File: src/rtl/branch_redirect_ctrl_if.sv
// Shared branch-kind/state types and the execute/fetch-facing bundle of the
// branch redirect controller. The master side is execute plus fetch; the slave
// side is the controller.
//
// Handshakes: a transfer happens on a rising clk edge where valid and ready are
// both 1. A valid, once raised, holds its payload steady until that edge.
// br_valid/br_ready carry one branch in. redir_valid/redir_ready carry one
// redirect out, and redir_pc stays stable while redir_valid is high.

package branch_redirect_ctrl_pkg;

  typedef enum logic [2:0] {
    bk_beq     = 3'd0,
    bk_bne     = 3'd1,
    bk_blt     = 3'd2,
    bk_bge     = 3'd3,
    bk_bltu    = 3'd4,
    bk_bgeu    = 3'd5,
    bk_invalid = 3'd7
  } branch_kind_t;

  typedef enum logic [1:0] {
    ST_IDLE     = 2'd0,
    ST_REDIRECT = 2'd1,
    ST_FLUSH    = 2'd2
  } brc_state_t;

endpackage

interface branch_redirect_ctrl_if #(
  parameter int XLEN = 32
);
  import branch_redirect_ctrl_pkg::*;

  logic              br_valid;
  logic              br_ready;
  branch_kind_t      br_kind;
  logic [XLEN-1:0]   br_pc;
  logic [XLEN-1:0]   br_imm;
  logic [XLEN-1:0]   br_rs1;
  logic [XLEN-1:0]   br_rs2;
  logic              br_pred_taken;
  logic [XLEN-1:0]   pred_pc;
  logic              pred_taken;
  logic              redir_valid;
  logic              redir_ready;
  logic [XLEN-1:0]   redir_pc;
  logic              flush;
  logic              illegal;
  brc_state_t        state_dbg;

  modport master (
    output br_valid, br_kind, br_pc, br_imm, br_rs1, br_rs2, br_pred_taken,
    output pred_pc, redir_ready,
    input  br_ready, pred_taken, redir_valid, redir_pc, flush, illegal, state_dbg
  );

  modport slave (
    input  br_valid, br_kind, br_pc, br_imm, br_rs1, br_rs2, br_pred_taken,
    input  pred_pc, redir_ready,
    output br_ready, pred_taken, redir_valid, redir_pc, flush, illegal, state_dbg
  );

endinterface

File: src/rtl/branch_redirect_ctrl.sv
// Branch redirect controller. It resolves RV32I conditional branches, trains a
// table of 2-bit saturating counters, and on a mispredict sequences front-end
// recovery: first a redirect handshake to fetch, then a fixed flush window.
// The current FSM state is exported on bus.state_dbg.

module branch_redirect_ctrl #(
  parameter int XLEN         = 32,
  parameter int BHT_ENTRIES  = 16,
  parameter int FLUSH_CYCLES = 2
) (
  input  logic                   clk,
  input  logic                   rst,
  branch_redirect_ctrl_if.slave  bus
);
  import branch_redirect_ctrl_pkg::*;

  localparam int IW = $clog2(BHT_ENTRIES);
  localparam int CW = (FLUSH_CYCLES > 1) ? $clog2(FLUSH_CYCLES + 1) : 1;
  localparam logic [CW-1:0] FLUSH_LOAD = CW'(FLUSH_CYCLES);

  brc_state_t       state_q, state_d;
  logic [CW-1:0]    cnt_q, cnt_d;
  logic [XLEN-1:0]  redir_pc_q;
  logic             illegal_q;
  logic [1:0]       bht_q [BHT_ENTRIES];

  logic             accept;
  logic             is_invalid;
  logic             taken;
  logic             mispredict;
  logic [XLEN-1:0]  target;
  logic [IW-1:0]    upd_idx;
  logic [IW-1:0]    rd_idx;
  logic             pc_bits_unused;

  // Word-aligned PCs index the table; the byte offset and the upper bits are ignored.
  assign upd_idx = bus.br_pc[IW+1:2];
  assign rd_idx  = bus.pred_pc[IW+1:2];
  assign pc_bits_unused = ^{bus.pred_pc[XLEN-1:IW+2], bus.pred_pc[1:0]};

  assign accept     = bus.br_valid & bus.br_ready;
  assign is_invalid = (bus.br_kind == bk_invalid);
  assign mispredict = (taken != bus.br_pred_taken);
  // The adder wraps at 2^XLEN, so a branch at the top of memory lands at low addresses.
  assign target     = bus.br_pc + (taken ? bus.br_imm : XLEN'(4));

  // Compare the operands for each branch kind.
  always_comb begin
    taken = 1'b0;
    case (bus.br_kind)
      bk_beq:  taken = (bus.br_rs1 == bus.br_rs2);
      bk_bne:  taken = (bus.br_rs1 != bus.br_rs2);
      bk_blt:  taken = ($signed(bus.br_rs1) <  $signed(bus.br_rs2));
      bk_bge:  taken = ($signed(bus.br_rs1) >= $signed(bus.br_rs2));
      bk_bltu: taken = (bus.br_rs1 <  bus.br_rs2);
      bk_bgeu: taken = (bus.br_rs1 >= bus.br_rs2);
      default: taken = 1'b0;
    endcase
  end

  // Next-state logic for the IDLE -> REDIRECT -> FLUSH recovery sequence.
  always_comb begin
    state_d = state_q;
    cnt_d   = cnt_q;
    case (state_q)
      ST_IDLE: begin
        if (accept && !is_invalid && mispredict) state_d = ST_REDIRECT;
      end
      ST_REDIRECT: begin
        if (bus.redir_ready) begin
          if (FLUSH_CYCLES == 0) begin
            state_d = ST_IDLE;
          end else begin
            state_d = ST_FLUSH;
            cnt_d   = FLUSH_LOAD;
          end
        end
      end
      ST_FLUSH: begin
        cnt_d = cnt_q - CW'(1);
        if (cnt_q <= CW'(1)) state_d = ST_IDLE;
      end
      default: state_d = ST_IDLE;
    endcase
  end

  // State, flush counter, latched redirect target and the illegal-kind pulse.
  always_ff @(posedge clk or negedge rst) begin
    if (!rst) begin
      state_q    <= ST_IDLE;
      cnt_q      <= '0;
      redir_pc_q <= '0;
      illegal_q  <= 1'b0;
    end else begin
      state_q   <= state_d;
      cnt_q     <= cnt_d;
      illegal_q <= accept & is_invalid;
      if (accept && !is_invalid && mispredict) redir_pc_q <= target;
    end
  end

  // Train the counter of the resolved branch; it saturates at both ends.
  always_ff @(posedge clk or negedge rst) begin
    if (!rst) begin
      for (int i = 0; i < BHT_ENTRIES; i++) bht_q[i] <= 2'b01;
    end else if (accept && !is_invalid) begin
      if (taken) begin
        if (bht_q[upd_idx] != 2'b11) bht_q[upd_idx] <= bht_q[upd_idx] + 2'b01;
      end else begin
        if (bht_q[upd_idx] != 2'b00) bht_q[upd_idx] <= bht_q[upd_idx] - 2'b01;
      end
    end
  end

  // br_ready is gated by rst so that no branch is accepted while reset is held.
  assign bus.br_ready    = rst & (state_q == ST_IDLE);
  assign bus.redir_valid = (state_q == ST_REDIRECT);
  assign bus.flush       = (state_q == ST_REDIRECT) | (state_q == ST_FLUSH);
  assign bus.redir_pc    = redir_pc_q;
  assign bus.illegal     = illegal_q;
  // The lookup reads the registered counter, so an update in the same cycle is not visible yet.
  assign bus.pred_taken  = bht_q[rd_idx][1];
  assign bus.state_dbg   = state_q;

endmodule

File: src/flat_wrapper.sv
// flat-port wrapper written by rule: the top's interface ports become plain ports
module branch_redirect_ctrl_flat import branch_redirect_ctrl_pkg::*;
#(
  parameter int XLEN         = 32,
  parameter int BHT_ENTRIES  = 16,
  parameter int FLUSH_CYCLES = 2
)
  (clk, rst, bus_br_valid, bus_br_kind, bus_br_pc, bus_br_imm, bus_br_rs1, bus_br_rs2, bus_br_pred_taken, bus_pred_pc, bus_redir_ready, bus_br_ready, bus_pred_taken, bus_redir_valid, bus_redir_pc, bus_flush, bus_illegal, bus_state_dbg);
  branch_redirect_ctrl_if #(.XLEN(XLEN)) bus_i ();
  input  logic clk;
  input  logic rst;
  input wire logic [$bits(bus_i.br_valid)-1:0] bus_br_valid;
  input wire logic [$bits(bus_i.br_kind)-1:0] bus_br_kind;
  input wire logic [$bits(bus_i.br_pc)-1:0] bus_br_pc;
  input wire logic [$bits(bus_i.br_imm)-1:0] bus_br_imm;
  input wire logic [$bits(bus_i.br_rs1)-1:0] bus_br_rs1;
  input wire logic [$bits(bus_i.br_rs2)-1:0] bus_br_rs2;
  input wire logic [$bits(bus_i.br_pred_taken)-1:0] bus_br_pred_taken;
  input wire logic [$bits(bus_i.pred_pc)-1:0] bus_pred_pc;
  input wire logic [$bits(bus_i.redir_ready)-1:0] bus_redir_ready;
  output wire logic [$bits(bus_i.br_ready)-1:0] bus_br_ready;
  output wire logic [$bits(bus_i.pred_taken)-1:0] bus_pred_taken;
  output wire logic [$bits(bus_i.redir_valid)-1:0] bus_redir_valid;
  output wire logic [$bits(bus_i.redir_pc)-1:0] bus_redir_pc;
  output wire logic [$bits(bus_i.flush)-1:0] bus_flush;
  output wire logic [$bits(bus_i.illegal)-1:0] bus_illegal;
  output wire logic [$bits(bus_i.state_dbg)-1:0] bus_state_dbg;
  assign bus_i.br_valid = bus_br_valid;
  assign bus_i.br_kind = bus_br_kind;
  assign bus_i.br_pc = bus_br_pc;
  assign bus_i.br_imm = bus_br_imm;
  assign bus_i.br_rs1 = bus_br_rs1;
  assign bus_i.br_rs2 = bus_br_rs2;
  assign bus_i.br_pred_taken = bus_br_pred_taken;
  assign bus_i.pred_pc = bus_pred_pc;
  assign bus_i.redir_ready = bus_redir_ready;
  assign bus_br_ready = bus_i.br_ready;
  assign bus_pred_taken = bus_i.pred_taken;
  assign bus_redir_valid = bus_i.redir_valid;
  assign bus_redir_pc = bus_i.redir_pc;
  assign bus_flush = bus_i.flush;
  assign bus_illegal = bus_i.illegal;
  assign bus_state_dbg = bus_i.state_dbg;
  branch_redirect_ctrl #(.XLEN(XLEN), .BHT_ENTRIES(BHT_ENTRIES), .FLUSH_CYCLES(FLUSH_CYCLES)) u_core (.clk(clk), .rst(rst), .bus(bus_i));
endmodule
File: config.mk
export PLATFORM = sky130hd
export DESIGN_NAME = branch_redirect_ctrl_flat
export DESIGN_NICKNAME = d
export VERILOG_FILES = /design/src/rtl/branch_redirect_ctrl_if.sv /design/src/rtl/branch_redirect_ctrl.sv /design/src/flat_wrapper.sv
export SDC_FILE = /design/constraint.sdc
export NUM_CORES = 1
export LEC_CHECK = 0
export BUFFER_PORTS_ARGS = -buffer_cell sky130_fd_sc_hd__buf_2
export CAP_MARGIN = 5
export CORE_MARGIN = 10
export CORE_UTILIZATION = 47
export CTS_CLUSTER_DIAMETER = 100
export CTS_CLUSTER_SIZE = 14
export DETAILED_ROUTE_END_ITERATION = 8
export PLACE_DENSITY_LB_ADDON = 0.1
export SYNTH_ARGS = -nofsm -noshare
export SYNTH_HDL_FRONTEND = slang
export SYNTH_SLANG_ARGS = --single-unit
File: constraint.sdc
create_clock -name clk -period 2.5 [get_ports clk]
set_input_delay 0.625 -clock clk [delete_from_list [all_inputs] [get_ports clk]]
set_output_delay 0.625 -clock clk [all_outputs]
set_load 0.05 [all_outputs]
==> metrics.md, run 1 <==
| Metric | Value |
|---|---|
| CP peak stage delay | `around 0.32 ns` |
| Total core area | `12,570 um^2` |
| DRT iter0 DRCs | `284` |
| Die height | `133.3 um` |
| Sequential Power Share | `about a quarter` |
| Pint | `~4400 uW` |
| Hold Crit Class | `reg2reg` |
| TritonRoute pass-1 iters | `5` |
| Switch share | `43.56%` |
| Post-route design area | `about 10,000 um^2` |
| Slew Viols, Final | `0` |
| Slack of the critical path | `-2.355 ns` |
| Number of global-route vias before repair | `6,780` |
| Initial antenna violation count | `1` |
| Placed Instance Area | `approximately 8500 um^2` |
| Net switching power | `roughly 3400 uW` |
| CP Capture Type | `register` |
| Io pins | `~210` |
| Crit path max fanout | `7` |
| Die area | `17,760 um^2` |
| Die Width | `133.3 um` |
| Crit Path Class | `in2reg` |
| DP HPWL | `roughly 16,000 um` |
| Peak VDD IR | `580.2 uV` |
| First-pass GRT wire length | `about 34,000 um` |
| Mapped cell area | `~6000 um^2` |
| Period utilization | `194.2%` |
| Initial Util | `47.98%` |
| Pwr dens | `764.8 nW/um^2` |
| CTS tree | `done` |
| Hold buffer count at CTS | `0` |
| Most frequent cells in the layout | `buf_2 (156), buf_4 (136), dfrtp_1 (53), mux2_4 (47), buf_6 (42)` |
| Logic pwr share | `58.9%` |
| Mean Syn Cell Area | `9.838 um^2` |
| Largest net degree at the start of global routing | `70` |
| Number of flops mapped to enable cells by yosys | `0` |
| Min Tclk post-route | `4.855 ns` |
| Clock power frac | `17.1%` |
| Layout overhead on the synthesized area | `67.34%` |
| Crit-path slowest cell | `a211o_1` |
| DR vias | `6,254` |
| Failing checks | `setup timing` |
| Worst-path clk slew | `0.06 ns` |
| Core Util, Final | `between 80% and 90%` |
| Rows | `41` |
| Routed wire length | `22,570 um` |
| Worst-Margin Slew | `0.9136 ns` |
| Routed len/inst | `19.94 um` |
| Non-filler cells in the finished layout | `1,132` |
| Clock sink total | `69` |
| Slew headroom | `39.09%` |
| Filler cells | `757` |
| Leading register cell type out of synthesis | `dfrtp_1` |
| CTS root buffer | `clkbuf_16` |
| Post-route ant nets | `0` |
| Max capacitance violation total | `0` |
| IO buf count | `178` |
| Area contributors post-synth | `dfrtp_1 (22%), ha_1 (15%), mux2_2 (8.0%)` |
| Clock buffer depth | `2` |
| DRC Markers | `0` |
| Cells along the critical path | `buf_6 -> inv_2 -> ha_4 -> nand4_1 -> buf_4 -> nor4_4 -> and3_1 -> nor4_2 -> a211o_1 -> nor3_4 -> buf_6 -> buf_4 -> and2_4 -> ha_4 -> a21oi_1 -> nor2_1 -> a211o_1 -> a41o_1 -> or2_4 -> a31o_4 -> a31oi_4 -> xnor2_1 -> mux2_4` |
| Final setup skew | `0.005102 ns` |
| NumNets Final | `approximately 1,200` |
| Fraction of layout cells with a size suffix above 1 | `62.15%` |
| Most common cell after layout, fill and taps aside | `buf_2` |
| RSZ-0062 raised after global routing | `true` |
| Gpl congestion | `0.8923` |
| Fin. Hold Viols | `0` |
| Cell total after placement | `1,077` |
| TritonCTS Buffers | `9` |
| F_max | `206.0 MHz` |
| Synth unique cells | `63` |
| Synth warn | `0` |
| Pleak | `~0.005 uW` |
| Element type at the critical path start | `primary input` |
| Drt via density | `5.525` |
| Overall Global Routing Usage | `23.19%` |
| Grt ovf | `0` |
| Critical Path RT | `2.73 ns` |
| CTS H-tree depth | `3` |
| Post-Syn Instances | `about 610` |
| Status | `finished with violations` |
| Area leader, netlist | `dfrtp_1` |
| Yosys top cell area share | `21.99%` |
| Worst endpoint data arrival time | `~5.1 ns` |
| Ys async rst share | `100.0%` |
| Clock latency on the worst-skew pair | `0.34 ns` |
| Net Count, Synth | `852` |
| Seq/Total Area, Yosys | `28.96%` |
| #FFs+latches synth | `69` |
| Final setup vio count | `between 60 and 70` |
[kinds of logic (layout without fill, tap and decap cells)]
family / after synthesis / after routing / synth area share [%]
compound gates: 132 / 132 / 13.96
other cells: 0 / 1 / 0
fa+ha+maj: 71 / 71 / 14.85
simple gates: 162 / 162 / 15.12
mux: 84 / 84 / 18.28
xor+xnor: 29 / 29 / 4.336
buf+inv: 66 / 412 / 4.481
flops: 69 / 69 / 28.96
[path summary, 6_finish.rpt]
path                                          from  slack (ns)                      end  cells after the start
hold / removal             u_core.bus.redir_pc[23]        0.50  u_core.bus.redir_pc[23]                      1
setup reg to reg                          register       -0.38         u_core.bht_q[27]                      9
min in group asynchronous                      rst        0.56         u_core.bht_q[11]                      2
hold reg to reg            u_core.bus.redir_pc[23]        0.50  u_core.bus.redir_pc[23]                      1
setup / recovery                    bus_br_rs2[10]       -2.35  u_core.bus.redir_pc[24]                     23
max in group asynchronous                      rst        1.35  u_core.bus.redir_pc[14]                      2
[cells in the mapped netlist, drive strengths merged (2+ instances only)]
cell	count
a211o	5
a211oi	8
a21boi	2
a21o	9
a21oi	50
a221oi	3
a31oi	2
a32oi	3
and2	37
and3	6
buf	4
clkbuf	11
dfrtp	53
dfstp	16
ha	70
inv	51
mux2	66
mux2i	4
mux4	14
nand2	42
nand2b	7
nand3	9
nand3b	4
nand4	14
nor2	16
nor2b	6
nor3	8
nor4	6
o211ai	5
o21a	5
o21ai	24
o21bai	3
o31ai	2
o41ai	3
or2	2
or3	2
xnor2	18
xor2	11
[metrics by stage]
stage	total power (uW)	setup slack (ns)	TNS (ns)	hold slack (ns)
final	7719	-2.355	-94.76	0.4991
after global routing	8103	-2.501	-104.63	0.5177
after CTS	7432	-2.263	-90.53	0.4940
after detailed placement	5763	-2.930	-124.14	0.4705
after global placement	5632	-2.792	-120.53	0.4647
after floorplan	4486	-2.606	-87.50	0.3294
[final cells by class]
class	instances	area [um^2]	share of cell area, %
inverter	51	226.5	2.244
clock buffer	10	229.0	2.269
sequential	69	1747	17.31
antenna	1	2.502	0.02480
clock inverter	6	70.07	0.6943
tap	172	215.2	2.132
multi-input combinational	478	5120	50.73
timing repair buffer	345	2482	24.60
[worst max-delay path, delay by kind of cell]
kind                     cells  cell delay [ns]
AO/OA/AOI/OAI                6             1.51
XOR/XNOR                     1             0.10
adder cells (fa/ha/maj)      2             0.46
buffers and inverters        5             0.62
multiplexers                 1             0.26
AND/OR/NAND/NOR              8             1.48
[metal layers]
metal / wire, um / part of all wire, % / track usage [%]
met3: 1314 / 5.8 / 5.564
met5: 0 / 0 / 0
met1: 9151 / 41 / 27.05
met4: 626 / 2.8 / 7.255
met2: 11480 / 51 / 40.89
[power by group through the flow]
stage	Sequential (uW)	Combinational, uW	Clock (uW)
after CTS	1840	4250	1340
after global routing	1900	4810	1390
after global placement	1810	3820	0
after detailed placement	1850	3910	0
after floorplan	2770	1720	0
final	1860	4550	1320
[what timing repair did]
action                                  in CTS  in global routing
pin swaps                                   59                 55
endpoints found under the setup margin      67                 67
setup buffers                               26                 18
cloned                                       2                  0
gates resized for setup                    106                 93
Power figures use the tool's default switching activity.
==> inputs of run 2 (changes only) <==
==> constraint.sdc (replaced) <==
create_clock -name clk -period 2.5 [get_ports clk]
set_input_delay 0.375 -clock clk [delete_from_list [all_inputs] [get_ports clk]]
set_output_delay 0.375 -clock clk [all_outputs]
set_load 0.05 [all_outputs]
==> run 2 against run 1 <==
  * The run still ends with setup timing left
  * Clock skew rose by 0.0017 ns
  * Count of clock-buffer cells in the layout is 2 higher
  * Maximum frequency increased by 5.8%
  * Sequential power hardly changed
  * Non-clock buffer count decreased by 28
  * Largest power group unchanged
  * Highest routed layer unchanged
==> metrics.md, run 2 (synthesis results as in run 1) <==
| Metric | Value |
|---|---|
| Clock latency on the worst-skew pair | `0.34 ns` |
| Max capacitance violation total | `0` |
| Routed wire length | `a little over 20,000 um` |
| Crit Path Class | `in2reg` |
| DR vias | `approximately 6,000` |
| Fin. Hold Viols | `0` |
| Gpl congestion | `a little under 0.9` |
| Clock buffer depth | `2` |
| Initial antenna violation count | `1` |
| Overall Global Routing Usage | `roughly 22%` |
| Pwr dens | `767.9 nW/um^2` |
| F_max | `217.9 MHz` |
| Die height | `133.3 um` |
| IO buf count | `between 150 and 200` |
| CTS tree | `done` |
| CTS H-tree depth | `3` |
| Slew headroom | `39.10%` |
| Peak VDD IR | `533.6 uV` |
| Clock sink total | `69` |
| Period utilization | `183.6%` |
| CTS root buffer | `clkbuf_16` |
| First-pass GRT wire length | `31,880 um` |
| Drt via density | `5.417` |
| Fraction of layout cells with a size suffix above 1 | `about three fifths` |
| Slew Viols, Final | `0` |
| Initial Util | `a little under half` |
| Layout overhead on the synthesized area | `58.92%` |
| Critical Path RT | `2.72 ns` |
| Worst endpoint data arrival time | `a little under 5 ns` |
| CP Capture Type | `register` |
| DRT iter0 DRCs | `220` |
| Worst-Margin Slew | `~0.91 ns` |
| Io pins | `207` |
| RSZ-0062 raised after global routing | `true` |
| Grt ovf | `0` |
| Hold Crit Class | `in2async` |
| Area of the multi-input gates | `4962 um^2` |
| Die Width | `about 130 um` |
| Largest net degree at the start of global routing | `70` |
| Hold slack | `around 0.29 ns` |
| Die area | `approximately 18,000 um^2` |
| Post-route design area | `9584 um^2` |
| Post-route ant nets | `0` |
| Filler cells | `833` |
| Rows | `a little over 40` |
| Min Tclk post-route | `around 4.6 ns` |
| Number of global-route vias before repair | `about 6,500` |
| CP startpoint | `bus_br_rs2[15]` |
| Failing checks | `setup timing` |
| NumNets Final | `1,165` |
| Final Power | `between 7000 and 8000 uW` |
| DP HPWL | `15,750 um` |
| Status | `finished with violations` |
| Element type at the critical path start | `primary input` |
| FF/Latch Area | `1747 um^2` |
| Final setup vio count | `66` |
| Pleak | `0.004683 uW` |
| Most frequent cells in the layout | `buf_2 (163), buf_4 (124), dfrtp_1 (53), ha_1 (38)` |
| Hold buffer count at CTS | `0` |
| Routed len/inst | `between 15 and 20 um` |
| Final setup skew | `0.006821 ns` |
| TritonCTS Buffers | `9` |
| Worst-path clk slew | `around 0.060 ns` |
| TritonRoute pass-1 iters | `4` |
| Placed Instance Area | `8504 um^2` |
| Most common cell after layout, fill and taps aside | `buf_2` |
| Slack of the critical path | `-2.089 ns` |
| Crit path max fanout | `4` |
| DRC Markers | `0` |
| Total core area | `between 10,000 and 15,000 um^2` |
-- run 2: path summary, 6_finish.rpt --
check	endpoint	slack, ns	depth (start not counted)
max	u_core.bus.redir_pc[20]	-2.09	23
min	u_core.bht_q[9]	0.29	2
max reg2reg	u_core.bht_q[25]	-0.29	9
min reg2reg	u_core.bus.redir_pc[23]	0.49	1
max in group asynchronous	u_core.bus.redir_pc[13]	1.59	2
min in group clk	u_core.bus.illegal	0.29	3
-- run 2: through the flow --
step / utilization [%] / setup slack (ns) / setup TNS [ns] / cells
floorplan: - / -2.356 / -71.00 / 613
finish: 76.26 / -2.089 / -68.78 / 1104
CTS: 73.64 / -1.979 / -66.37 / 1101
detailed placement: 67.67 / -2.670 / -107.85 / 1076
global route: 76.24 / -2.322 / -80.61 / 1103
global placement: 67.67 / -2.541 / -103.77 / 1076
-- run 2: final cells by class --
class | instances | share of cell area, %
multi-input cells | 478 | 51.78
diodes | 1 | 0.02611
flip-flops and latches | 69 | 18.22
inverters | 51 | 2.337
clock inverters | 4 | 0.3655
clock buffers | 12 | 2.794
well taps | 172 | 2.245
repair buffers | 317 | 22.23
-- run 2: where the power goes --
group | internal, uW | total [uW] | switching, uW | leakage, uW
combinational | 1770 | 4220 | 2450 | 0.00370
clock | 772 | 1290 | 518 | 0.000149
sequential | 1600 | 1850 | 251 | 0.000834
total | 4140 | 7360 | 3220 | 0.00468
-- run 2: worst max-delay path: stages --
cell and delay (ns):
buf_2 0.08, inv_1 0.06, ha_4 0.27, nand4_1 0.19
a2111o_1 0.39, o211ai_1 0.11, a21o_1 0.19, mux2i_2 0.27
nor3_4 0.10, and2_4 0.18, ha_4 0.16, fa_2 0.33
a21o_1 0.19, o21ai_2 0.19, a32oi_2 0.14, a211o_1 0.32
a41o_1 0.23, or2_1 0.26, buf_6 0.13, a21o_1 0.16
a21oi_2 0.14, xnor2_1 0.08, mux2_4 0.25
-- run 2: repair_timing --
| action | CTS | global route |
|---|---|---|
| endpoints found under the setup margin | 66 | 66 |
| hold endpoints to repair | 0 | 0 |
| pin swaps | 42 | 37 |
| gates resized for setup | 72 | 59 |
| setup buffers | 9 | 6 |
| gates cloned | 0 | 0 |
-- run 2: routing by layer --
metal / global-route usage (%) / part of all wire, % / up-vias
met5: 0 / 0 / -
met4: 7.013 / 1.7 / 0
met3: 4.774 / 5.5 / 27
met2: 37.69 / 50 / 197
met1: 26.07 / 43 / 2882
li1: - / - / 2874
==> inputs of run 3 (changes only) <==
- RECOVER_POWER: unset -> 25
==> run 3 against run 2 <==
  * The flow finishes with violations (capacitance limit, slew limit, setup timing)
  * Maximum frequency barely moved
  * Via count did not move
  * Critical endpoint unchanged
  * Sequential power barely moved
  * Largest power group unchanged
==> metrics.md, run 3 (synthesis results as in run 1) <==
| Metric | Value |
|---|---|
| NumNets Final | `1,165` |
| Cell total after placement | `around 1,100` |
| CP Capture Type | `register` |
| Worst endpoint data arrival time | `slightly below 5 ns` |
| Status | `finished with violations` |
| Pleak | `roughly 0.0047 uW` |
| IO buf count | `178` |
| Final setup TNS | `-69.12 ns` |
| Slew Viols, Final | `70` |
| Final setup vio count | `66` |
| FF/Latch Area | `roughly 1700 um^2` |
| Final Power | `approximately 7400 uW` |
| DRT iter0 DRCs | `roughly 220` |
| Switch share | `43.74%` |
| Crit-path slowest cell | `a2111o_1` |
| CTS tree | `done` |
| Rows | `41` |
| Worst-path clk slew | `0.06 ns` |
| Grt ovf | `0` |
| Element type at the critical path start | `primary input` |
| Layout overhead on the synthesized area | `58.86%` |
| CTS root buffer | `clkbuf_16` |
| Post-route ant nets | `0` |
| Fraction of layout cells with a size suffix above 1 | `59.72%` |
| Clock sink total | `69` |
| Crit-path most repeated cell | `a21o_1` |
| Number of global-route vias before repair | `between 6,000 and 7,000` |
| Clock power frac | `between 15 and 20%` |
| Worst-Margin Slew | `1.776 ns` |
| Area of the multi-input gates | `a little under 5000 um^2` |
| Initial Util | `47.98%` |
| Logic pwr share | `57.4%` |
| Routed wire length | `approximately 21,000 um` |
| Crit Path Class | `in2reg` |
| Clock latency on the worst-skew pair | `between 0.3 and 0.4 ns` |
| Failing checks | `capacitance limit, slew limit, setup timing` |
| Io pins | `about 210` |
| Fin. Hold Viols | `0` |
| Filler cells | `roughly 830` |
| Sequential Power Share | `25.1%` |
| Pint | `4141 uW` |
| First-pass GRT wire length | `31,880 um` |
| Slack of the critical path | `-2.090 ns` |
| Period utilization | `183.6%` |
| CP peak stage delay | `between 0.3 and 0.4 ns` |
| Non-filler cells in the finished layout | `1,104` |
| Overall Global Routing Usage | `21.74%` |
| Gpl congestion | `0.8923` |
| Hold buffer count at CTS | `0` |
| Drt via density | `5.417` |
| TritonRoute pass-1 iters | `5` |
| Most common cell after layout, fill and taps aside | `buf_2` |
| Slew headroom | `-18.37%` |
| Peak VDD IR | `534.5 uV` |
| Die area | `approximately 18,000 um^2` |
| Routed len/inst | `18.66 um` |
| TritonCTS Buffers | `9` |
| Largest net degree at the start of global routing | `70` |
| Hold Crit Class | `in2reg` |
| Placed Instance Area | `8504 um^2` |
| DR vias | `5,980` |
| Crit path max fanout | `4` |
| RSZ-0062 raised after global routing | `true` |
| Die Width | `~130 um` |
| Critical Path RT | `between 2 and 3 ns` |
| DP HPWL | `~16,000 um` |
| Final setup skew | `roughly 0.0066 ns` |
| Pwr dens | `768.3 nW/um^2` |
| Most frequent cells in the layout | `buf_2 (162), buf_4 (123), dfrtp_1 (53), ha_1 (38)` |
| CTS H-tree depth | `3` |
| Initial antenna violation count | `1` |
| Min Tclk post-route | `4.590 ns` |
| Clock buffer depth | `2` |
| Net switching power | `between 3000 and 4000 uW` |
| Post-route design area | `9580 um^2` |
| Total core area | `12,570 um^2` |
| Die height | `133.3 um` |
| DRC Markers | `0` |
| Cells along the critical path | `buf_2 -> inv_1 -> ha_4 -> nand4_1 -> a2111o_1 -> o211ai_1 -> a21o_1 -> mux2i_2 -> nor3_4 -> and2_4 -> ha_4 -> fa_2 -> a21o_1 -> o21ai_2 -> a32oi_2 -> a211o_1 -> a41o_1 -> or2_1 -> buf_6 -> a21o_1 -> a21oi_2 -> xnor2_1 -> mux2_4` |
| F_max | `217.9 MHz` |
| Max capacitance violation total | `1` |
[run 3: changes by cell type in the layout (fill, tap and decap cells not counted), sizes merged]
cell,previous run,this run
buf,317,315
clkbuf,12,14
[run 3: power by group through the flow]
stage | sequential (uW) | clock (uW) | combinational, uW
5_1_grt | 1900 | 1380 | 4490
3_5_place_dp | 1850 | 0 | 3910
4_1_cts | 1840 | 1310 | 4110
6_report | 1850 | 1290 | 4220
2_1_floorplan | 2770 | 0 | 1720
3_3_place_gp | 1810 | 0 | 3820
[run 3: repair_timing]
action                     in CTS  in global routing
gates resized for setup        72                 59
setup endpoints to repair      66                 66
pin swaps                      42                 37
cloned                          0                  0
setup buffers                   9                  6
[run 3: final timing paths]
path                                         startpoint                      end  slack [ns]  depth (start not counted)
worst max-delay path                     bus_br_rs2[15]  u_core.bus.redir_pc[20]       -2.09                         23
worst max register to register                 register         u_core.bht_q[25]       -0.31                          9
max in group asynchronous                           rst  u_core.bus.redir_pc[13]        0.72                          2
worst min-delay path                       bus_br_valid       u_core.bus.illegal        0.29                          3
min in group asynchronous                           rst          u_core.bht_q[9]        0.70                          2
worst min register to register  u_core.bus.redir_pc[23]  u_core.bus.redir_pc[23]        0.49                          1
[run 3: worst max-delay path, delay by kind of cell]
kind | cells | cell delay (ns)
AO/OA/AOI/OAI | 10 | 2.06
AND/OR/NAND/NOR | 4 | 0.73
XOR/XNOR | 1 | 0.08
multiplexers | 2 | 0.52
buffers and inverters | 3 | 0.27
adder cells (fa/ha/maj) | 3 | 0.76
[run 3: metrics by stage]
| step | setup WS (ns) | hold slack [ns] | utilization (%) |
|---|---|---|---|
| floorplan | -2.356 | 0.07941 | - |
| global placement | -2.541 | 0.4647 | 67.67 |
| detailed placement | -2.670 | 0.4745 | 67.67 |
| CTS | -1.979 | 0.2829 | 73.64 |
| global route | -2.322 | 0.3132 | 76.21 |
| finish | -2.090 | 0.2916 | 76.23 |
[run 3: routing by layer]
metal  track usage (%)  routed length, um
met1             26.07               8782
met2             37.69              10310
met3             4.774               1133
met4             7.013                371
met5                 0                  0
[run 3: cell type report]
class / instances / share of cell area [%]
Multi-Input combinational cell: 478 / 51.80
Timing Repair Buffer: 317 / 22.20
Sequential cell: 69 / 18.23
Clock buffer: 12 / 2.795
Inverter: 51 / 2.338
Tap cell: 172 / 2.246
Clock inverter: 4 / 0.3657
Antenna cell: 1 / 0.02612
